==> src/rtl/lcd_frame_reader_pkg.sv <==
// Shared types and HD44780 command constants for the LCD frame reader.
package lcd_pkg;

  typedef enum logic [2:0] {
    ST_PWR_WAIT,
    ST_INIT,
    ST_LINE_CMD,
    ST_FETCH,
    ST_CHAR,
    ST_FRAME_END
  } state_t;

  typedef enum logic [2:0] {
    BW_IDLE,
    BW_SETUP,
    BW_E_HIGH,
    BW_HOLD,
    BW_WAIT
  } bus_state_t;

  localparam logic [7:0] LCD_FUNC_SET = 8'h38;
  localparam logic [7:0] LCD_DISP_ON  = 8'h0C;
  localparam logic [7:0] LCD_ENTRY    = 8'h06;
  localparam logic [7:0] LCD_CLEAR    = 8'h01;
  localparam logic [7:0] LCD_LINE1    = 8'h80;
  localparam logic [7:0] LCD_LINE2    = 8'hC0;

  // Element 0 is the first command sent.
  localparam logic [3:0][7:0] INIT_CMDS = {LCD_CLEAR, LCD_ENTRY, LCD_DISP_ON, LCD_FUNC_SET};

  function automatic int max3(input int a, input int b, input int c);
    int m;
    m = (a > b) ? a : b;
    return (m > c) ? m : c;
  endfunction

endpackage

==> src/rtl/lcd_frame_reader_if.sv <==
// Register-file read port plus LCD pins as seen by the frame reader.
interface lcd_frame_reader_if;
  logic [3:0]  rd_addr;
  logic [31:0] rd_data;
  logic        lcd_rs;
  logic        lcd_rw;
  logic        lcd_e;
  logic [7:0]  lcd_data;
  logic        init_done;
  logic        frame_done;

  modport master (
    output rd_addr, lcd_rs, lcd_rw, lcd_e, lcd_data, init_done, frame_done,
    input  rd_data
  );

  modport slave (
    input  rd_addr, lcd_rs, lcd_rw, lcd_e, lcd_data, init_done, frame_done,
    output rd_data
  );
endinterface

==> src/rtl/lcd_bus_writer.sv <==
// One HD44780 bus write per start: SETUP, E_HIGH, HOLD, WAIT, then a done pulse.
// Optional macro LCD_CHAR_FILTER_EN replaces non-printable data bytes with '.'.
module lcd_bus_writer
  import lcd_pkg::*;
#(
  parameter int E_PULSE_CYC  = 12,
  parameter int CMD_WAIT_CYC = 2500,
  parameter int CLR_WAIT_CYC = 100000
) (
  input  logic       clk,
  input  logic       rst,
  input  logic       start,
  input  logic       rs,
  input  logic [7:0] data,
  output logic       done,
  output logic       lcd_e,
  output logic       lcd_rs,
  output logic [7:0] lcd_data
);

  localparam int CW = $clog2(max3(E_PULSE_CYC, CMD_WAIT_CYC, CLR_WAIT_CYC) + 1);
  localparam logic [CW-1:0] E_LAST   = CW'(E_PULSE_CYC - 1);
  localparam logic [CW-1:0] CMD_LAST = CW'(CMD_WAIT_CYC - 1);
  localparam logic [CW-1:0] CLR_LAST = CW'(CLR_WAIT_CYC - 1);

  bus_state_t    state;
  logic [CW-1:0] cnt;
  logic          is_clear;
  logic [7:0]    shown;

  always_comb begin
    shown = data;
`ifdef LCD_CHAR_FILTER_EN
    if (rs && (data < 8'h20 || data > 8'h7E)) shown = 8'h2E;
`endif
  end

  assign done = (state == BW_WAIT) && (cnt == (is_clear ? CLR_LAST : CMD_LAST));

  always_ff @(posedge clk) begin
    if (rst) begin
      state    <= BW_IDLE;
      cnt      <= '0;
      is_clear <= 1'b0;
      lcd_e    <= 1'b0;
      lcd_rs   <= 1'b0;
      lcd_data <= 8'h00;
    end else begin
      case (state)
        BW_IDLE: if (start) begin
          lcd_rs   <= rs;
          lcd_data <= shown;
          is_clear <= !rs && (data == LCD_CLEAR);
          state    <= BW_SETUP;
        end
        BW_SETUP: begin
          lcd_e <= 1'b1;
          cnt   <= '0;
          state <= BW_E_HIGH;
        end
        BW_E_HIGH: if (cnt == E_LAST) begin
          lcd_e <= 1'b0;
          state <= BW_HOLD;
        end else cnt <= cnt + 1'b1;
        BW_HOLD: begin
          cnt   <= '0;
          state <= BW_WAIT;
        end
        BW_WAIT: if (done) state <= BW_IDLE;
                 else cnt <= cnt + 1'b1;
        default: state <= BW_IDLE;
      endcase
    end
  end

  always @(posedge clk) begin
    assert (E_PULSE_CYC > 0 && CMD_WAIT_CYC > 0 && CLR_WAIT_CYC > 0)
      else $error("lcd_bus_writer: timing parameters must be non-zero");
  end

endmodule

==> src/rtl/lcd_frame_reader.sv <==
// Scans 8 character words from the register file and refreshes a 16x2 HD44780 LCD.
// Optional macro LCD_CHAR_FILTER_EN (handled in lcd_bus_writer) masks non-printable characters.
module lcd_frame_reader
  import lcd_pkg::*;
#(
  parameter int NUM_WORDS    = 8,
  parameter int BASE_ADDR    = 0,
  parameter int E_PULSE_CYC  = 12,
  parameter int CMD_WAIT_CYC = 2500,
  parameter int CLR_WAIT_CYC = 100000,
  parameter int PWR_WAIT_CYC = 2000000
) (
  input logic                clk,
  input logic                rst,
  lcd_frame_reader_if.master bus
);

  localparam int PW = $clog2(PWR_WAIT_CYC + 1);
  localparam logic [PW-1:0] PWR_LAST = PW'(PWR_WAIT_CYC - 1);
  localparam logic [3:0]    BASE     = 4'(BASE_ADDR);

  state_t        state;
  logic [PW-1:0] pwr_cnt;
  logic [1:0]    init_idx;
  logic [1:0]    char_idx;
  logic [2:0]    word_idx;
  logic          line2;
  logic          pending;
  logic [31:0]   word;
  logic [3:0]    rd_addr;
  logic          init_done;
  logic          frame_done;
  logic          start;
  logic          rs;
  logic [7:0]    data;
  logic          done;
  logic          lcd_e;
  logic          lcd_rs;
  logic [7:0]    lcd_data;

  always_comb begin
    rs   = 1'b0;
    data = 8'h00;
    case (state)
      ST_INIT:     data = INIT_CMDS[init_idx];
      ST_LINE_CMD: data = line2 ? LCD_LINE2 : LCD_LINE1;
      ST_CHAR: begin
        rs   = 1'b1;
        data = word[31 - 8*char_idx -: 8];
      end
      default: ;
    endcase
  end

  // A write is requested once per visit to a byte-issuing state; done advances the sequence.
  assign start = !pending && (state == ST_INIT || state == ST_LINE_CMD || state == ST_CHAR);

  always_ff @(posedge clk) begin
    if (rst) begin
      state      <= ST_PWR_WAIT;
      pwr_cnt    <= '0;
      init_idx   <= '0;
      char_idx   <= '0;
      word_idx   <= '0;
      line2      <= 1'b0;
      pending    <= 1'b0;
      word       <= '0;
      rd_addr    <= BASE;
      init_done  <= 1'b0;
      frame_done <= 1'b0;
    end else begin
      frame_done <= 1'b0;
      if (start) pending <= 1'b1;
      else if (done) pending <= 1'b0;
      case (state)
        ST_PWR_WAIT: if (pwr_cnt == PWR_LAST) state <= ST_INIT;
                     else pwr_cnt <= pwr_cnt + 1'b1;
        ST_INIT: if (done) begin
          if (init_idx == 2'd3) begin
            init_done <= 1'b1;
            line2     <= 1'b0;
            state     <= ST_LINE_CMD;
          end else init_idx <= init_idx + 1'b1;
        end
        ST_LINE_CMD: if (done) state <= ST_FETCH;
        ST_FETCH: begin
          word     <= bus.rd_data;
          char_idx <= '0;
          state    <= ST_CHAR;
        end
        ST_CHAR: if (done) begin
          if (char_idx == 2'd3) begin
            rd_addr  <= rd_addr + 1'b1;
            word_idx <= word_idx + 1'b1;
            if (word_idx == 3'd3) begin
              line2 <= 1'b1;
              state <= ST_LINE_CMD;
            end else if (word_idx == 3'd7) begin
              frame_done <= 1'b1;
              state      <= ST_FRAME_END;
            end else state <= ST_FETCH;
          end else char_idx <= char_idx + 1'b1;
        end
        ST_FRAME_END: begin
          rd_addr <= BASE;
          line2   <= 1'b0;
          state   <= ST_LINE_CMD;
        end
        default: state <= ST_PWR_WAIT;
      endcase
    end
  end

  lcd_bus_writer #(
    .E_PULSE_CYC (E_PULSE_CYC),
    .CMD_WAIT_CYC(CMD_WAIT_CYC),
    .CLR_WAIT_CYC(CLR_WAIT_CYC)
  ) u_writer (
    .clk     (clk),
    .rst     (rst),
    .start   (start),
    .rs      (rs),
    .data    (data),
    .done    (done),
    .lcd_e   (lcd_e),
    .lcd_rs  (lcd_rs),
    .lcd_data(lcd_data)
  );

  assign bus.rd_addr    = rd_addr;
  assign bus.lcd_rs     = lcd_rs;
  assign bus.lcd_rw     = 1'b0;
  assign bus.lcd_e      = lcd_e;
  assign bus.lcd_data   = lcd_data;
  assign bus.init_done  = init_done;
  assign bus.frame_done = frame_done;

  always @(posedge clk) begin
    assert (NUM_WORDS == 8 && PWR_WAIT_CYC > 0)
      else $error("lcd_frame_reader: illegal parameters");
  end

endmodule

==> src/flat_wrapper.sv <==
// flat-port wrapper written by rule: the top's interface ports become plain ports
module lcd_frame_reader_flat import lcd_pkg::*;
#(
  parameter int NUM_WORDS    = 8,
  parameter int BASE_ADDR    = 0,
  parameter int E_PULSE_CYC  = 12,
  parameter int CMD_WAIT_CYC = 2500,
  parameter int CLR_WAIT_CYC = 100000,
  parameter int PWR_WAIT_CYC = 2000000
)
  (clk, rst, bus_rd_addr, bus_lcd_rs, bus_lcd_rw, bus_lcd_e, bus_lcd_data, bus_init_done, bus_frame_done, bus_rd_data);
  lcd_frame_reader_if bus_i ();
  input logic clk;
  input logic rst;
  output wire logic [$bits(bus_i.rd_addr)-1:0] bus_rd_addr;
  output wire logic [$bits(bus_i.lcd_rs)-1:0] bus_lcd_rs;
  output wire logic [$bits(bus_i.lcd_rw)-1:0] bus_lcd_rw;
  output wire logic [$bits(bus_i.lcd_e)-1:0] bus_lcd_e;
  output wire logic [$bits(bus_i.lcd_data)-1:0] bus_lcd_data;
  output wire logic [$bits(bus_i.init_done)-1:0] bus_init_done;
  output wire logic [$bits(bus_i.frame_done)-1:0] bus_frame_done;
  input wire logic [$bits(bus_i.rd_data)-1:0] bus_rd_data;
  assign bus_rd_addr = bus_i.rd_addr;
  assign bus_lcd_rs = bus_i.lcd_rs;
  assign bus_lcd_rw = bus_i.lcd_rw;
  assign bus_lcd_e = bus_i.lcd_e;
  assign bus_lcd_data = bus_i.lcd_data;
  assign bus_init_done = bus_i.init_done;
  assign bus_frame_done = bus_i.frame_done;
  assign bus_i.rd_data = bus_rd_data;
  lcd_frame_reader #(.NUM_WORDS(NUM_WORDS), .BASE_ADDR(BASE_ADDR), .E_PULSE_CYC(E_PULSE_CYC), .CMD_WAIT_CYC(CMD_WAIT_CYC), .CLR_WAIT_CYC(CLR_WAIT_CYC), .PWR_WAIT_CYC(PWR_WAIT_CYC)) u_core (.clk(clk), .rst(rst), .bus(bus_i));
endmodule
==> config.mk <==
export PLATFORM = sky130hd
export DESIGN_NAME = lcd_frame_reader_flat
export DESIGN_NICKNAME = d
export VERILOG_FILES = /design/src/rtl/lcd_frame_reader_pkg.sv /design/src/rtl/lcd_frame_reader_if.sv /design/src/rtl/lcd_bus_writer.sv /design/src/rtl/lcd_frame_reader.sv /design/src/flat_wrapper.sv
export SDC_FILE = /design/constraint.sdc
export NUM_CORES = 1
export LEC_CHECK = 0
export CORE_ASPECT_RATIO = 0.7
export CORE_MARGIN = 2
export CORE_UTILIZATION = 29
export DETAILED_ROUTE_END_ITERATION = 7
export GPL_TIMING_DRIVEN = 1
export PLACE_DENSITY_LB_ADDON = 0.3
export SETUP_SLACK_MARGIN = 0.4
export SYNTH_ARGS = -nofsm -noshare
export SYNTH_HDL_FRONTEND = slang
export SYNTH_SLANG_ARGS = --single-unit
export TNS_END_PERCENT = 20
==> constraint.sdc <==
create_clock -name clk -period 2.7 [get_ports clk]
set_input_delay 0.54 -clock clk [delete_from_list [all_inputs] [get_ports clk]]
set_output_delay 0.54 -clock clk [all_outputs]
set_load 0.03 [all_outputs]
==> results.py, run 1 <==
metrics = {
    "outcome": {
        "status": "finished clean",
    },
    "hold_path": {
        "worstHoldStart": "u_core.word[17]",
        "whs_path_depth": 2,
        "whs_endpoint": "u_core.word[17]",
        "hold_class": "reg2reg",
    },
    "cts": {
        "cts_root_buffer": "clkbuf_16",
        "clk_pin_slew_worst_paths_ns": 0.08,
        "cts_made_buffers": 9,
        "clk_latency_ns": 0.35,
        "tritoncts": "yes",
        "clock_path_buffers": 2,
        "clock_sinks": 102,
        "cts_htree_levels": 3,
    },
    "global_route": {
        "grt_start_max_net_pins": 87,
        "antenna_found_initial": 0,
        "track_usage_pct": 13.8,
        "grt_pass1_wl_mm": 20.4,
        "grt_overflow": 0,
        "grt_pass1_vias": 4014,
    },
    "drt": {
        "routed_wirelength_mm": 12.3,
        "vias_per_cell": 5.02,
        "detail-route-antenna-nets": 0,
        "wl_per_cell_um": 14.3,
        "drt_iter0_drc": 210,
        "via_count": 4299,
        "first_pass_iters": 5,
        "drc_errors": 0,
    },
    "timing": {
        "final.setup.tns_ns": 0,
        "setup-violations-final": 0,
        "period_needed_ns": 2.29,
        "hold_viol_final": 0,
        "worst_slew_pin_slew_ns": 0.924,
        "period_share_pct": 84.9,
        "setup_ws_ns": 0.409,
        "rsz0062_at_grt": "true",
        "slew_viol_final": 0,
        "relSlewSlack_pct": 38.2,
        "skew_ns": 0.0129,
        "fmax_mhz": 436,
    },
    "synthesis": {
        "synthTopCellsByArea": "dfxtp_1, nand2_1, a21oi_1",
        "synth_warnings": 0,
        "ys_types": 56,
        "syn_nets": 631,
        "synth_area_leader_cell": "dfxtp_1",
        "ys_seq_area_share_pct": 41.8,
        "syn_inst": 586,
        "synth_edf_count": 0,
        "syn_area_per_cell_um2": 8.34,
        "synthArstFlopShare_pct": 0,
        "ys.flop_type": "dfxtp_1",
        "synth-seq-cells": 102,
        "yosysTopAreaCellShare_pct": 41.8,
        "syn_area_mm2": 0.00488,
    },
    "power_and_ir_drop": {
        "fin_total_pwr_w": 0.00286,
        "power_frac_seq_pct": 52.9,
        "pwr-share-comb_pct": 3.5,
        "switching_share_pct": 23.1,
        "p_per_area_mw_per_mm2": 479,
        "p_int_w": 0.00220,
        "ir_drop_v": 0.000283,
        "p_leak_nw": 2.03,
        "switchingPower_w": 0.000660,
        "pwr-share-clk_pct": 43.6,
    },
    "die": {
        "design.core.area_mm2": 0.0164,
        "start_util_pct": 29.8,
        "pin_count": 51,
        "design.die.area_mm2": 0.0179,
        "dieWidth_um": 159,
        "fp.dieH_um": 113,
        "num_rows": 39,
    },
    "critical_path": {
        "crit_path_end_kind": "register",
        "slowest_delay_ns": 0.71,
        "required_ns": 2.99,
        "critical_path_class": "reg2reg",
        "path_max_fanout": 6,
        "crit_arrival_ns": 2.58,
        "start_kind": "register",
        "crit_slowest_cell": "or4b_2",
        "reg2regPathDepth": 7,
        "reg2reg_to": "u_core.state[0]",
        "path_buf_inv": 1,
        "crit_family": "simple AND/OR/NAND/NOR gates",
        "crit_chain": "or4b_2 -> nor4_4 -> buf_4 -> nand2_1 -> a211o_1 -> a211oi_2 -> a21o_1",
        "r2r_start": "u_core.pwr_cnt[7]",
        "r2r_slack_ns": 0.41,
    },
    "job": {
        "cap_violations": 0,
    },
    "layout": {
        "insertedDiodeCount": 0,
        "nFillCells": 1725,
        "fin_nets": 672,
        "final_layout_size_suffix_gt1_share_pct": 10.6,
        "layout_commonest_cell": "nand2_1",
        "layoutNonFillerInstCount": 857,
        "final_cell_mix": "nand2_1, dfxtp_1, a21oi_1",
        "area_delta_synth_final_pct": 22.2,
    },
    "place": {
        "portBuffers": 49,
        "place_congestion": 0.834,
        "dp.cells": 835,
        "place_ws_ns": 0.312,
        "dp_hpwl_mm": 8.69,
    },
}
cells in the mapped netlist (all sizes together) (4+ instances only):
library cell,instances
inv,14
nor2,56
mux4,8
nand3b,4
buf,5
nor3,16
a22oi,5
nand2,100
and2,4
nand4,10
or4,5
xnor2,10
mux2i,9
nor4,5
or3,12
xor2,15
o21ai,20
clkbuf,30
a21oi,55
nand3,23
and3,7
dfxtp,102
a31oi,4
a211oi,11
ha,11
what timing repair did:
item	CTS	global route
hold buffers	0	0
setup endpoints to repair	9	40
pin swaps	1	4
setup buffers	2	4
gates resized for setup	1	16
cells by family after synthesis:
family,Yosys count,synth area share (%)
xor+xnor,25,4.48
buf+inv,49,4.00
mux,17,5.53
other cells,1,0.0768
simple gates,259,25.9
flops,102,41.8
fa+ha+maj,11,2.82
compound gates,122,15.4
metrics by stage:
step	utilization, %	instance area [um^2]	hold slack (ns)
floorplan	-	4880	0.433
global placement	34.1	5580	0.443
detailed placement	34.1	5580	0.447
CTS	35.9	5890	0.458
global route	36.4	5970	0.477
finish	36.4	5970	0.456
worst max path at each step:
stage	startpoint	end	slack [ns]	cells past startpoint
final	u_core.pwr_cnt[7]	u_core.state[0]	0.41	7
after global routing	u_core.state[0]	u_core.pwr_cnt[20]	0.25	6
after CTS	u_core.state[0]	u_core.u_writer.lcd_data[0]	0.35	6
after detailed placement	u_core.u_writer.is_clear	u_core.word_idx[1]	0.31	7
after global placement	u_core.state[0]	u_core.u_writer.is_clear	0.35	6
after floorplan	u_core.u_writer.is_clear	u_core.init_idx[1]	0.50	7
area by class of cell:
type | count | area (um^2) | share of cell area (%)
multi-input cells | 435 | 2690 | 45.1
flip-flops and latches | 102 | 2050 | 34.4
repair buffers | 65 | 609 | 10.2
well taps | 225 | 282 | 4.72
clock buffers | 9 | 225 | 3.77
clock inverters | 7 | 55.1 | 0.922
inverters | 14 | 52.6 | 0.881
state kept, by name (all words and copies together), names as in the netlist:
register,cells
u_core.u_writer.lcd_rs,1
u_core.u_writer.lcd_data,8
u_core.u_writer.lcd_e,1
u_core.state,3
u_core.word_idx,3
u_core.init_idx,2
u_core.char_idx,2
u_core.u_writer.cnt,17
u_core.u_writer.state,3
u_core.line2,1
u_core.bus.frame_done,1
u_core.bus.init_done,1
u_core.pwr_cnt,21
u_core.u_writer.is_clear,1
u_core.bus.rd_addr,4
u_core.pending,1
u_core.word,32
per-layer routing:
| metal | vias up | wire (um) | GRT usage, % |
|---|---|---|---|
| li1 | 2159 | - | - |
| met4 | 0 | 73 | 2.67 |
| met3 | 7 | 631 | 3.29 |
| met2 | 99 | 5120 | 19.7 |
| met1 | 2034 | 6450 | 21.1 |
| met5 | - | 0 | 0 |
tightest hold or removal path: cells and delay by family (launching register included):
family	cells	cell delay [ns]
AOI/OAI and AO/OA	1	0.05
and+or+nand+nor	1	0.05
DFF	1	0.31
power groups by stage:
stage	registers (W)	clock network, W	logic (W)
2_1_floorplan	0.00155	0	0.0000378
3_3_place_gp	0.00155	0	0.000100
3_5_place_dp	0.00155	0	0.000101
5_1_grt	0.00151	0.00134	0.000110
4_1_cts	0.00151	0.00128	0.000102
6_report	0.00151	0.00125	0.000100
(Power assumes the default switching activity.)
==> run 2: changes to the inputs <==
==> constraint.sdc (replaced) <==
create_clock -name clk -period 2.1 [get_ports clk]
set_input_delay 0.42 -clock clk [delete_from_list [all_inputs] [get_ports clk]]
set_output_delay 0.42 -clock clk [all_outputs]
set_load 0.03 [all_outputs]
==> run 2 against run 1 <==
Effect of this change: the flow now finishes with violations (setup timing); sequential share of layout area is 4.7 points lower; combinational power is 42% higher; sequential cell count stayed put; non-clock buffer count is 67 higher; die area stayed put; largest cell class unchanged; highest routed layer unchanged.
==> results.py, run 2 (synthesis gave the netlist of run 1 again) <==
metrics = {
    "outcome": {
        "status": "complete, but fails checks",
        "violations": "setup timing",
    },
    "power_and_ir_drop": {
        "fin_total_pwr_w": 0.00368,
        "p_int_w": 0.00283,
        "pwr-share-clk_pct": 43.3,
        "p_per_area_mw_per_mm2": 528,
        "pwr-share-comb_pct": 3.9,
        "switching_share_pct": 23.0,
        "power_frac_seq_pct": 52.8,
        "p_leak_nw": 2.59,
        "ir_drop_v": 0.000452,
        "switchingPower_w": 0.000848,
    },
    "die": {
        "num_rows": 39,
        "design.core.area_mm2": 0.0164,
        "dieWidth_um": 159,
        "fp.dieH_um": 113,
        "pin_count": 51,
        "start_util_pct": 29.8,
        "design.die.area_mm2": 0.0179,
    },
    "global_route": {
        "grt_start_max_net_pins": 87,
        "grt_pass1_wl_mm": 21.8,
        "track_usage_pct": 14.9,
        "antenna_found_initial": 0,
        "grt_overflow": 0,
        "grt_pass1_vias": 4397,
    },
    "critical_path": {
        "slowest_delay_ns": 0.51,
        "path_max_fanout": 4,
        "start_kind": "register",
        "crit_path_end_kind": "register",
        "crit_chain": "or4_1 -> mux2i_1 -> nand4_1 -> buf_6 -> nor2_4 -> nand3_1 -> a2111oi_2",
        "crit_slowest_cell": "or4_1",
        "crit_family": "simple AND/OR/NAND/NOR gates",
        "crit_arrival_ns": 2.41,
        "critical_path_class": "reg2reg",
        "path_buf_inv": 1,
        "required_ns": 2.32,
    },
    "timing": {
        "rsz0062_at_grt": "true",
        "skew_ns": 0.00839,
        "hold_viol_final": 0,
        "worst_slew_pin_slew_ns": 0.976,
        "period_share_pct": 104,
        "relSlewSlack_pct": 34.5,
        "setup-violations-final": 6,
        "final.setup.tns_ns": -0.191,
        "fmax_mhz": 458,
        "period_needed_ns": 2.18,
        "slew_viol_final": 0,
        "setup_ws_ns": -0.0833,
        "fin_hold_ws_ns": 0.456,
    },
    "layout": {
        "area_delta_synth_final_pct": 42.7,
        "fin_util_pct": 42.5,
        "final_layout_size_suffix_gt1_share_pct": 29.0,
        "insertedDiodeCount": 0,
        "regMostFlops": "u_core.word",
        "nFillCells": 1642,
        "final_cell_mix": "nand2_1, dfxtp_1, buf_4",
        "largest_reg_flops": 32,
        "fin_nets": 740,
        "layout_commonest_cell": "nand2_1",
        "reg.largest.list": "u_core.word (32), u_core.pwr_cnt (21), u_core.u_writer.cnt (17)",
    },
    "drt": {
        "first_pass_iters": 5,
        "wl_per_cell_um": 14.6,
        "routed_wirelength_mm": 13.5,
        "detail-route-antenna-nets": 0,
        "drt_iter0_drc": 323,
        "drc_errors": 0,
        "vias_per_cell": 5.01,
        "via_count": 4630,
    },
    "cts": {
        "cts_htree_levels": 3,
        "clock_sinks": 102,
        "clock_path_buffers": 2,
        "tritoncts": "yes",
        "cts_root_buffer": "clkbuf_16",
        "clk_latency_ns": 0.35,
        "cts_made_buffers": 9,
        "ctsHoldBuffers": 0,
        "clk_pin_slew_worst_paths_ns": 0.07,
    },
    "place": {
        "dp_hpwl_mm": 9.46,
        "portBuffers": 49,
        "place_congestion": 0.814,
    },
    "hold_path": {
        "hold_class": "reg2reg",
    },
    "job": {
        "cap_violations": 0,
    },
}
run 2: area by class of cell:
cell class / instances / area (um^2) / share of cell area [%]
clock buffers: 9 / 225 / 3.23
clock inverters: 6 / 58.8 / 0.844
inverters: 14 / 52.6 / 0.754
multi-input cells: 436 / 3110 / 44.5
flip-flops and latches: 102 / 2070 / 29.7
well taps: 225 / 282 / 4.04
repair buffers: 132 / 1180 / 16.9
run 2: per-stage QoR:
stage | std cells | worst slack, ns | instance area [um^2]
final | 924 | -0.0833 | 6970
after global routing | 924 | -0.213 | 6970
after CTS | 915 | -0.0118 | 6670
after detailed placement | 898 | -0.114 | 6150
after global placement | 898 | -0.139 | 6150
after floorplan | 586 | 0.0200 | 4950
run 2: worst paths after layout:
check,from,to,slack (ns),cells after the start
max,u_core.u_writer.cnt[2],u_core.state[1],-0.08,7
min,u_core.word[13],u_core.word[13],0.46,2
min reg2reg,u_core.word[13],u_core.word[13],0.46,2
max reg2reg,u_core.u_writer.cnt[2],u_core.state[1],-0.08,7
run 2: what timing repair did:
action / 4_1_cts / 5_1_grt
gates cloned: 0 / 1
resized for setup: 78 / 52
pin swaps: 57 / 68
endpoints found under the setup margin: 90 / 100
buffers inserted: 2 / 8
run 2: worst register-to-register path: cells and delay by family (launching register included):
family | cells | cell delay [ns]
AO/OA/AOI/OAI | 1 | 0.36
buffers and inverters | 1 | 0.21
flip-flops | 1 | 0.32
multiplexers | 1 | 0.19
AND/OR/NAND/NOR | 4 | 0.97
run 2: power groups by stage:
stage | Clock, W | Sequential, W | Combinational, W
3_5_place_dp | 0 | 0.00199 | 0.000142
5_1_grt | 0.00173 | 0.00195 | 0.000154
4_1_cts | 0.00165 | 0.00195 | 0.000142
3_3_place_gp | 0 | 0.00199 | 0.000142
2_1_floorplan | 0 | 0.00199 | 0.0000489
6_report | 0.00159 | 0.00195 | 0.000142
run 2: per-layer routing:
metal	wire [um]	up-vias	global-route usage [%]
met4	196	0	4.06
met1	6790	2201	21.3
met5	0	-	0
met2	5890	111	22.5
met3	594	13	3.44
li1	-	2305	-
